--- src/rtl/pipe_pkg.sv ---
// Shared definitions for the pipeline destination/write-back select stage.
//   PIPE_W       : default datapath width.
//   pipe_state_e : occupancy of the two-entry output buffer.
package pipe_pkg;

  localparam int unsigned PIPE_W = 32;

  // Number of words held: none, main only, main plus skid.
  typedef enum logic [1:0] {
    EMPTY = 2'd0,
    ONE   = 2'd1,
    TWO   = 2'd2
  } pipe_state_e;

endpackage

--- src/rtl/nway_mux.sv ---
// Combinational N_SRC:1 W-bit mux with out-of-range select detection.
//   sel  : source index
//   din  : flattened sources, source i at bits [i*W +: W]
//   data : selected source, zero when sel >= N_SRC
//   err  : high when sel >= N_SRC
module nway_mux
  import pipe_pkg::*;
#(
  parameter int unsigned W     = PIPE_W,
  parameter int unsigned N_SRC = 4,
  parameter int unsigned SEL_W = $clog2(N_SRC)
) (
  input  logic [SEL_W-1:0]   sel,
  input  logic [N_SRC*W-1:0] din,
  output logic [W-1:0]       data,
  output logic               err
);

  // Any index that matches no source leaves the defaults: zero data, err set.
  always_comb begin
    data = '0;
    err  = 1'b1;
    for (int unsigned i = 0; i < N_SRC; i++) begin
      if (sel == SEL_W'(i)) begin
        data = din[i*W +: W];
        err  = 1'b0;
      end
    end
  end

endmodule

--- src/rtl/pipe_dst_mux.sv ---
// N-way destination/write-back select stage with a registered result and a
// two-entry (main + skid) valid/ready output buffer.
//   clk, rst_n          : clock, asynchronous active-low reset
//   in_valid / in_ready : upstream handshake (in_ready registered)
//   sel, din            : source index and flattened sources, sampled on accept
//   flush               : drop held words and the word offered this cycle
//   out_valid/out_ready : downstream handshake
//   dout, out_sel       : selected data and the select that produced it
//   out_err             : current output word had an out-of-range select
//   sel_err             : sticky out-of-range flag, cleared only by reset
module pipe_dst_mux
  import pipe_pkg::*;
#(
  parameter int unsigned W     = PIPE_W,
  parameter int unsigned N_SRC = 4,
  parameter int unsigned SEL_W = $clog2(N_SRC)
) (
  input  logic               clk,
  input  logic               rst_n,
  input  logic               in_valid,
  output logic               in_ready,
  input  logic [SEL_W-1:0]   sel,
  input  logic [N_SRC*W-1:0] din,
  input  logic               flush,
  output logic               out_valid,
  input  logic               out_ready,
  output logic [W-1:0]       dout,
  output logic [SEL_W-1:0]   out_sel,
  output logic               out_err,
  output logic               sel_err
);

  pipe_state_e      state, state_n;

  logic [W-1:0]     skid_data, skid_data_n;
  logic [SEL_W-1:0] skid_sel, skid_sel_n;
  logic             skid_err, skid_err_n;

  logic [W-1:0]     main_data_n;
  logic [SEL_W-1:0] main_sel_n;
  logic             main_err_n;
  logic             sel_err_n;

  logic [W-1:0]     mux_data;
  logic             mux_err;
  logic             accept;
  logic             pop;

  nway_mux #(
    .W     (W),
    .N_SRC (N_SRC),
    .SEL_W (SEL_W)
  ) u_mux (
    .sel  (sel),
    .din  (din),
    .data (mux_data),
    .err  (mux_err)
  );

  assign accept = in_valid && in_ready;
  assign pop    = out_valid && out_ready;

  // Next-state and storage-update logic; the main entry drives the outputs.
  always_comb begin
    state_n     = state;
    main_data_n = dout;
    main_sel_n  = out_sel;
    main_err_n  = out_err;
    skid_data_n = skid_data;
    skid_sel_n  = skid_sel;
    skid_err_n  = skid_err;
    sel_err_n   = sel_err;

    if (flush) begin
      // Flush wins over accept and pop; main keeps its stale contents.
      state_n = EMPTY;
    end else begin
      if (accept && mux_err) begin
        sel_err_n = 1'b1;
      end
      unique case (state)
        EMPTY: begin
          if (accept) begin
            state_n     = ONE;
            main_data_n = mux_data;
            main_sel_n  = sel;
            main_err_n  = mux_err;
          end
        end
        ONE: begin
          if (accept && pop) begin
            main_data_n = mux_data;
            main_sel_n  = sel;
            main_err_n  = mux_err;
          end else if (accept) begin
            state_n     = TWO;
            skid_data_n = mux_data;
            skid_sel_n  = sel;
            skid_err_n  = mux_err;
          end else if (pop) begin
            state_n = EMPTY;
          end
        end
        TWO: begin
          // in_ready is low here, so only a pop can happen.
          if (pop) begin
            state_n     = ONE;
            main_data_n = skid_data;
            main_sel_n  = skid_sel;
            main_err_n  = skid_err;
          end
        end
        default: begin
          state_n = EMPTY;
        end
      endcase
    end
  end

  // State, storage and registered handshake outputs.
  always_ff @(posedge clk or negedge rst_n) begin
    if (!rst_n) begin
      state     <= EMPTY;
      dout      <= '0;
      out_sel   <= '0;
      out_err   <= 1'b0;
      skid_data <= '0;
      skid_sel  <= '0;
      skid_err  <= 1'b0;
      sel_err   <= 1'b0;
      in_ready  <= 1'b1;
      out_valid <= 1'b0;
    end else begin
      state     <= state_n;
      dout      <= main_data_n;
      out_sel   <= main_sel_n;
      out_err   <= main_err_n;
      skid_data <= skid_data_n;
      skid_sel  <= skid_sel_n;
      skid_err  <= skid_err_n;
      sel_err   <= sel_err_n;
      in_ready  <= (state_n != TWO);
      out_valid <= (state_n != EMPTY);
    end
  end

endmodule

--- config.mk ---
export PLATFORM = sky130hd
export DESIGN_NAME = pipe_dst_mux
export DESIGN_NICKNAME = d
export VERILOG_FILES = /design/src/rtl/pipe_pkg.sv /design/src/rtl/nway_mux.sv /design/src/rtl/pipe_dst_mux.sv
export SDC_FILE = /design/constraint.sdc
export NUM_CORES = 1
export LEC_CHECK = 0
export BUFFER_PORTS_ARGS = -buffer_cell sky130_fd_sc_hd__buf_2
export CAP_MARGIN = 20
export CORE_UTILIZATION = 54
export DETAILED_ROUTE_END_ITERATION = 8
export PLACE_DENSITY = 0.87
export SETUP_SLACK_MARGIN = 0.15
export SYNTH_ARGS = -nofsm -noshare
export SYNTH_HDL_FRONTEND = slang
export SYNTH_SLANG_ARGS = --single-unit
--- constraint.sdc ---
create_clock -name clk -period 4.4 [get_ports clk]
set_input_delay 0.22 -clock clk [delete_from_list [all_inputs] [get_ports clk]]
set_output_delay 0.22 -clock clk [all_outputs]
set_load 0.01 [all_outputs]
# == Yosys cells after proc, flatten, opt, wreduce, memory -nomap -nowiden ==
# Index checks and enable logic that the tools add are counted.
# totals
ff_bits,75
out_inout_bits,38
input_bits,135
# classes
reduce_logical,11
eq_ne,9
bitwise_logic,2
muxes,27
# op_table
op,count
$mux 32,7
$pmux 32 s3,1
$mux 2,9
$pmux 2 s3,2
$ne 2x2->1 const B,4
$mux 1,7
$eq 2x2->1 const B,3
$reduce_and 5->1,1
$eq 2x1->1 const B,2
$logic_and 1x1->1,4
$logic_not 2->1,2
$reduce_and 4->1,1
$pmux 1 s3,1
$reduce_bool 3->1,1
$not 1->1,2
$reduce_and 2->1,1
$reduce_bool 2->1,1

# == Depth between registers and ports, before layout ==
# depth
depth_word,7
mapped_depth,6

# == Cells and area by module ==
# Synthesis repeated with hierarchy kept, for this count alone.
# hier_totals
cells_unflattened,250
area_unflattened_um2,4175.3
# by_module_without_submodules
module,instances,area_each_um2,seq_area_each_um2,cells_each
pipe_dst_mux,1,3349.5,1878.1,209
nway_mux,1,825.8,0.0,41

# == Worst setup path after synthesis ==
# OpenSTA, ideal clock, no wires.
# synth_timing
path_type,reg-to-reg
start,register in_ready
end,register dout[14]
setup_slack_ps,2625
path_buffers,1
setup_ps,125
path_stages_with_launch,6
t_required_ps,4275
synth_period_minus_slack_ps,1775
arrival_time_ps,1650
cell_sequence,dfstp_2 and3b_1 nand2b_1 a21oi_4 buf_6 mux2_4
# synth_via
elab_chain_cells,4
word_cells_on_any_way,5
cone_classes,eq/ne: 2; reduce/logical: 3
# synth_lines
element,line,rtl
from (decl),pipe_dst_mux.sv:21,"output logic in_ready,"
from (signal assigned),pipe_dst_mux.sv:142,in_ready <= (state_n != TWO);
$logic_and 1x1->1 *,pipe_dst_mux.sv:60,assign accept = in_valid && in_ready;
$logic_and 1x1->1,pipe_dst_mux.sv:91,if (accept && pop) begin
$ne 2x2->1 (no line),--,
$reduce_and 5->1 (no line) *,--,
to (signal assigned),pipe_dst_mux.sv:135,dout <= main_data_n;
to (decl),pipe_dst_mux.sv:27,"output logic [W-1:0] dout,"
# Mark *: on every way between the ends. The rest lies on a longest branch, timed or not.
# A chain may end at the register's enable or synchronous reset.

# == Final worst setup path ==
# layout_timing
start,register state[1]
end,register dout[9]
# layout_via
elab_chain_cells,3
word_cells_on_any_way,9
cone_classes,eq/ne: 5; mux: 1; reduce/logical: 3
# layout_lines
element,line,rtl
from (decl),pipe_dst_mux.sv:33,"pipe_state_e state, state_n;"
from (signal assigned),pipe_dst_mux.sv:134,state <= state_n;
$eq 2x1->1 (tied with other cells),pipe_dst_mux.sv:81,unique case (state)
$ne 2x2->1 (no line) / $reduce_bool 3->1 (equally long branches),--,
$reduce_and 5->1 (no line),--,
# Several ways; a longest one is shown, not always the timed one.

==> out/qor.log <==
[detailed_routing] DR iter-0 viols 140
[cells_and_area] number of nets in the layout 734
[yosys] distinct cell type count of the synthesized netlist 32
[detailed_routing] via count of the routed design 3906
[yosys] flops & latches, synth 75
[power] power per unit of standard cell area 437 nW/um2
[worst_setup_path] maximum fanout along the worst path 28
[outcome] violations in the final reports negative hold slack
[worst_setup_path] kind of end point of the critical path flip-flop
[worst_setup_path] data required time of the critical path 4.63 ns
[sta] worst-case setup margin in the final layout 2.11 ns
[place] placed cells 690
[cells_and_area] combined area of the multi-input logic cells 2420 um2
[grt] leftover overflow at the end of global routing 0
[yosys] synthesized-area fraction occupied by xor and xnor cells 0%
[grt] number of global-route vias before repair 3697
[clocking] TritonCTS buffer count 9
[floorplan] initial cell density of the core 57.0%
[power] VDD IR max 0.203 mV
[detailed_routing] number of routed nets with antenna violations 0
[yosys] Mapped Cells 449
[cells_and_area] Reg area 1880 um2
[clocking] CTS Root Cell sky130_fd_sc_hd__clkbuf_8
[yosys] Mapped Area 4520 um2
[yosys] simple-gate portion of the synthesized area 13.4%
[cells_and_area] Filler Cell Count 599
[cells_and_area] share of cells above drive strength 1 43.7%
[sta] total count of max-transition violations in the final report 0
[sta] post-route minimum period 2.29 ns
[clocking] post-cts resize count 0
[detailed_routing] Routed WL per cell 15.3 um
[floorplan] number of placement rows 32
[grt] global routing usage summed across all routing layers 25.5%
[worst_setup_path] CP startpoint kind flip-flop
[place] number of port buffers 172
[clocking] CTS tree built
[sta] Max Clock Skew 0.00859 ns
[place] final HPWL from detailed placement 7450 um
[detailed_routing] length of the first detailed-routing pass in iterations 4
[clocking] clk sinks 75
[clocking] number of buffers on the longest clock path 2
[yosys] largest family of logic cells by synthesized area multiplexers
[detailed_routing] detail-routed via count per cell 5.53
[yosys] synthesized-area fraction occupied by ao, oa, aoi and oai cells 13.3%
[worst_setup_path] crit path DAT 2.52 ns
[sta] final worst-path cycle share 52.0%
[clocking] number of hold-repair buffers added at the cts stage 0
[sta] final setup vio count 0
[detailed_routing] final wirelength 10800 um
[sta] worst hold slack after final layout -0.00347 ns
[floorplan] standard cell core area 7930 um2
[cells_and_area] most used cells in the layout excluding fill and tap cells sky130_fd_sc_hd__buf_2 (170), sky130_fd_sc_hd__dfrtp_1 (74), sky130_fd_sc_hd__mux2_2 (57)
[hold_path] class of the most critical hold timing path in -> async
[floorplan] chip height 93.5 um
[yosys] multiplexer share of the synthesized area 26.9%
[clocking] insertion delay to the later sink of the worst-skew pair 0.34 ns
[clocking] maximum level of the CTS H-tree 3
[grt] first-pass GRT wire length 17300 um
[place] RD Place Congestion 0.809
[yosys] count of yosys warnings during synthesis 0
[yosys] post-synth net total 584
[worst_setup_path] critical path class reg -> reg
[yosys] mean post-synth cell area 10.1 um2
[yosys] Synth Area in Adders 0%
[yosys] register area share after synthesis 41.6%
[sta] transition time of the tightest slew-check pin 0.930 ns
[power] leakage power total 2.75 nW
[cells_and_area] leading cell type in the layout, fill and taps excluded sky130_fd_sc_hd__buf_2
[sta] maximum achievable frequency 0.437 GHz
[cells_and_area] synthesis-to-finish area growth 24.0%
[cells_and_area] Antenna Cells 0
[floorplan] num ports 173
[sta] RSZ-0062 raised after global routing no
[place] pre-CTS setup slack 2.12 ns
[sta] final hold violation count 1
[sta] Sum Neg Setup Slack 0 ns
[flow_run] max-capacitance violation count 0
[cells_and_area] Final Non-Filler Cells 706
[outcome] status finished with violations
[grt] largest net degree at the start of global routing 81
[floorplan] width of the chip 93.5 um
[detailed_routing] DR DRC count 0
[floorplan] Die Outline Area 8740 um2
[clocking] Clock transition at path regs 0.08 ns
[sta] Slew HR 38.0%
[clocking] buffer count from post-CTS setup fixing 0
[grt] initial antenna violation count 0
[routing by layer]
layer	vias up	wire [um]	global-route usage, %
li1	1912	-	-
met1	1834	4560	32.5
met2	150	5500	44.5
met3	10	605	3.01
met4	0	125	8.97
met5	-	0	0
[power breakdown]
part           internal [W]  total [W]  switching (W)
logic              0.000362   0.000710       0.000348
registers          0.000930    0.00106       0.000134
clock network      0.000423   0.000676       0.000253
[path summary, 6_finish.rpt]
path                                   endpoint  slack, ns  cells past startpoint                 from
min                         out_valid$_DFF_PN0_     -0.003                      1                rst_n
max reg2reg                 dout[9]$_DFFE_PN0P_       2.11                      6   state[1]$_DFF_PN0_
max                         dout[9]$_DFFE_PN0P_       2.11                      6   state[1]$_DFF_PN0_
min in group clk            out_valid$_DFF_PN0_       0.13                      2                flush
min reg2reg                 sel_err$_DFFE_PN0P_       0.38                      0  sel_err$_DFFE_PN0P_
max in group asynchronous  dout[29]$_DFFE_PN0P_       3.79                      1                rst_n
[registers in the layout, indices dropped and copies added (netlist names), 2 cells and up]
signal / count
state: 2
skid_data: 32
skid_sel: 2
out_sel: 2
dout: 32
[metrics by stage]
stage,total power (W),hold WS [ns],util (%),cell area [um2]
floorplan,0.00150,-0.0756,-,4520
global placement,0.00174,0.363,67.4,5340
detailed placement,0.00179,0.368,67.4,5340
CTS,0.00247,0.0505,70.7,5600
global route,0.00259,0.0795,70.7,5600
finish,0.00245,-0.00347,70.7,5600
[cells in the mapped netlist, drive strengths merged]
cell type / number / area, um2
dfrtp: 74 / 1850
nand2: 39 / 146
or3b: 1 / 11.3
and2: 2 / 12.5
a221oi: 9 / 78.8
nor3b: 23 / 173
o21ai: 32 / 160
mux2i: 43 / 430
and3b: 1 / 8.76
a21o: 1 / 7.51
nor2: 57 / 216
a211oi: 23 / 173
nand2b: 2 / 12.5
and3: 1 / 6.26
dfstp: 1 / 26.3
nand4b: 1 / 8.76
a221o: 1 / 10.0
buf: 24 / 155
clkbuf: 14 / 52.6
inv: 3 / 11.3
o21bai: 2 / 26.3
mux2: 67 / 785
nor2b: 1 / 8.76
a21oi: 27 / 146
[critical path: stages (launching register included)]
cell                       delay, ns
sky130_fd_sc_hd__dfrtp_1        0.43
sky130_fd_sc_hd__nor2b_2        0.17
sky130_fd_sc_hd__buf_4          0.24
sky130_fd_sc_hd__nor2_2         0.53
sky130_fd_sc_hd__buf_4          0.37
sky130_fd_sc_hd__a211oi_1       0.11
sky130_fd_sc_hd__mux2_1         0.30
[kinds of logic (layout without fill, tap and decap cells)]
logic type             Yosys count  count (layout)
AOI/OAI and AO/OA               95              95
buffers and inverters           41             196
DFF                             75              75
muxes                          110             110
and+or+nand+nor                128             128
[layout make-up]
cell class,instances,share of cell area [%]
multi-input combinational,333,43.2
tap,102,2.28
clock inverter,4,1.70
clock buffer,12,2.95
sequential,75,33.5
timing repair buffer,177,16.1
inverter,3,0.201
Note: power is estimated with default switching activity, not from simulation.
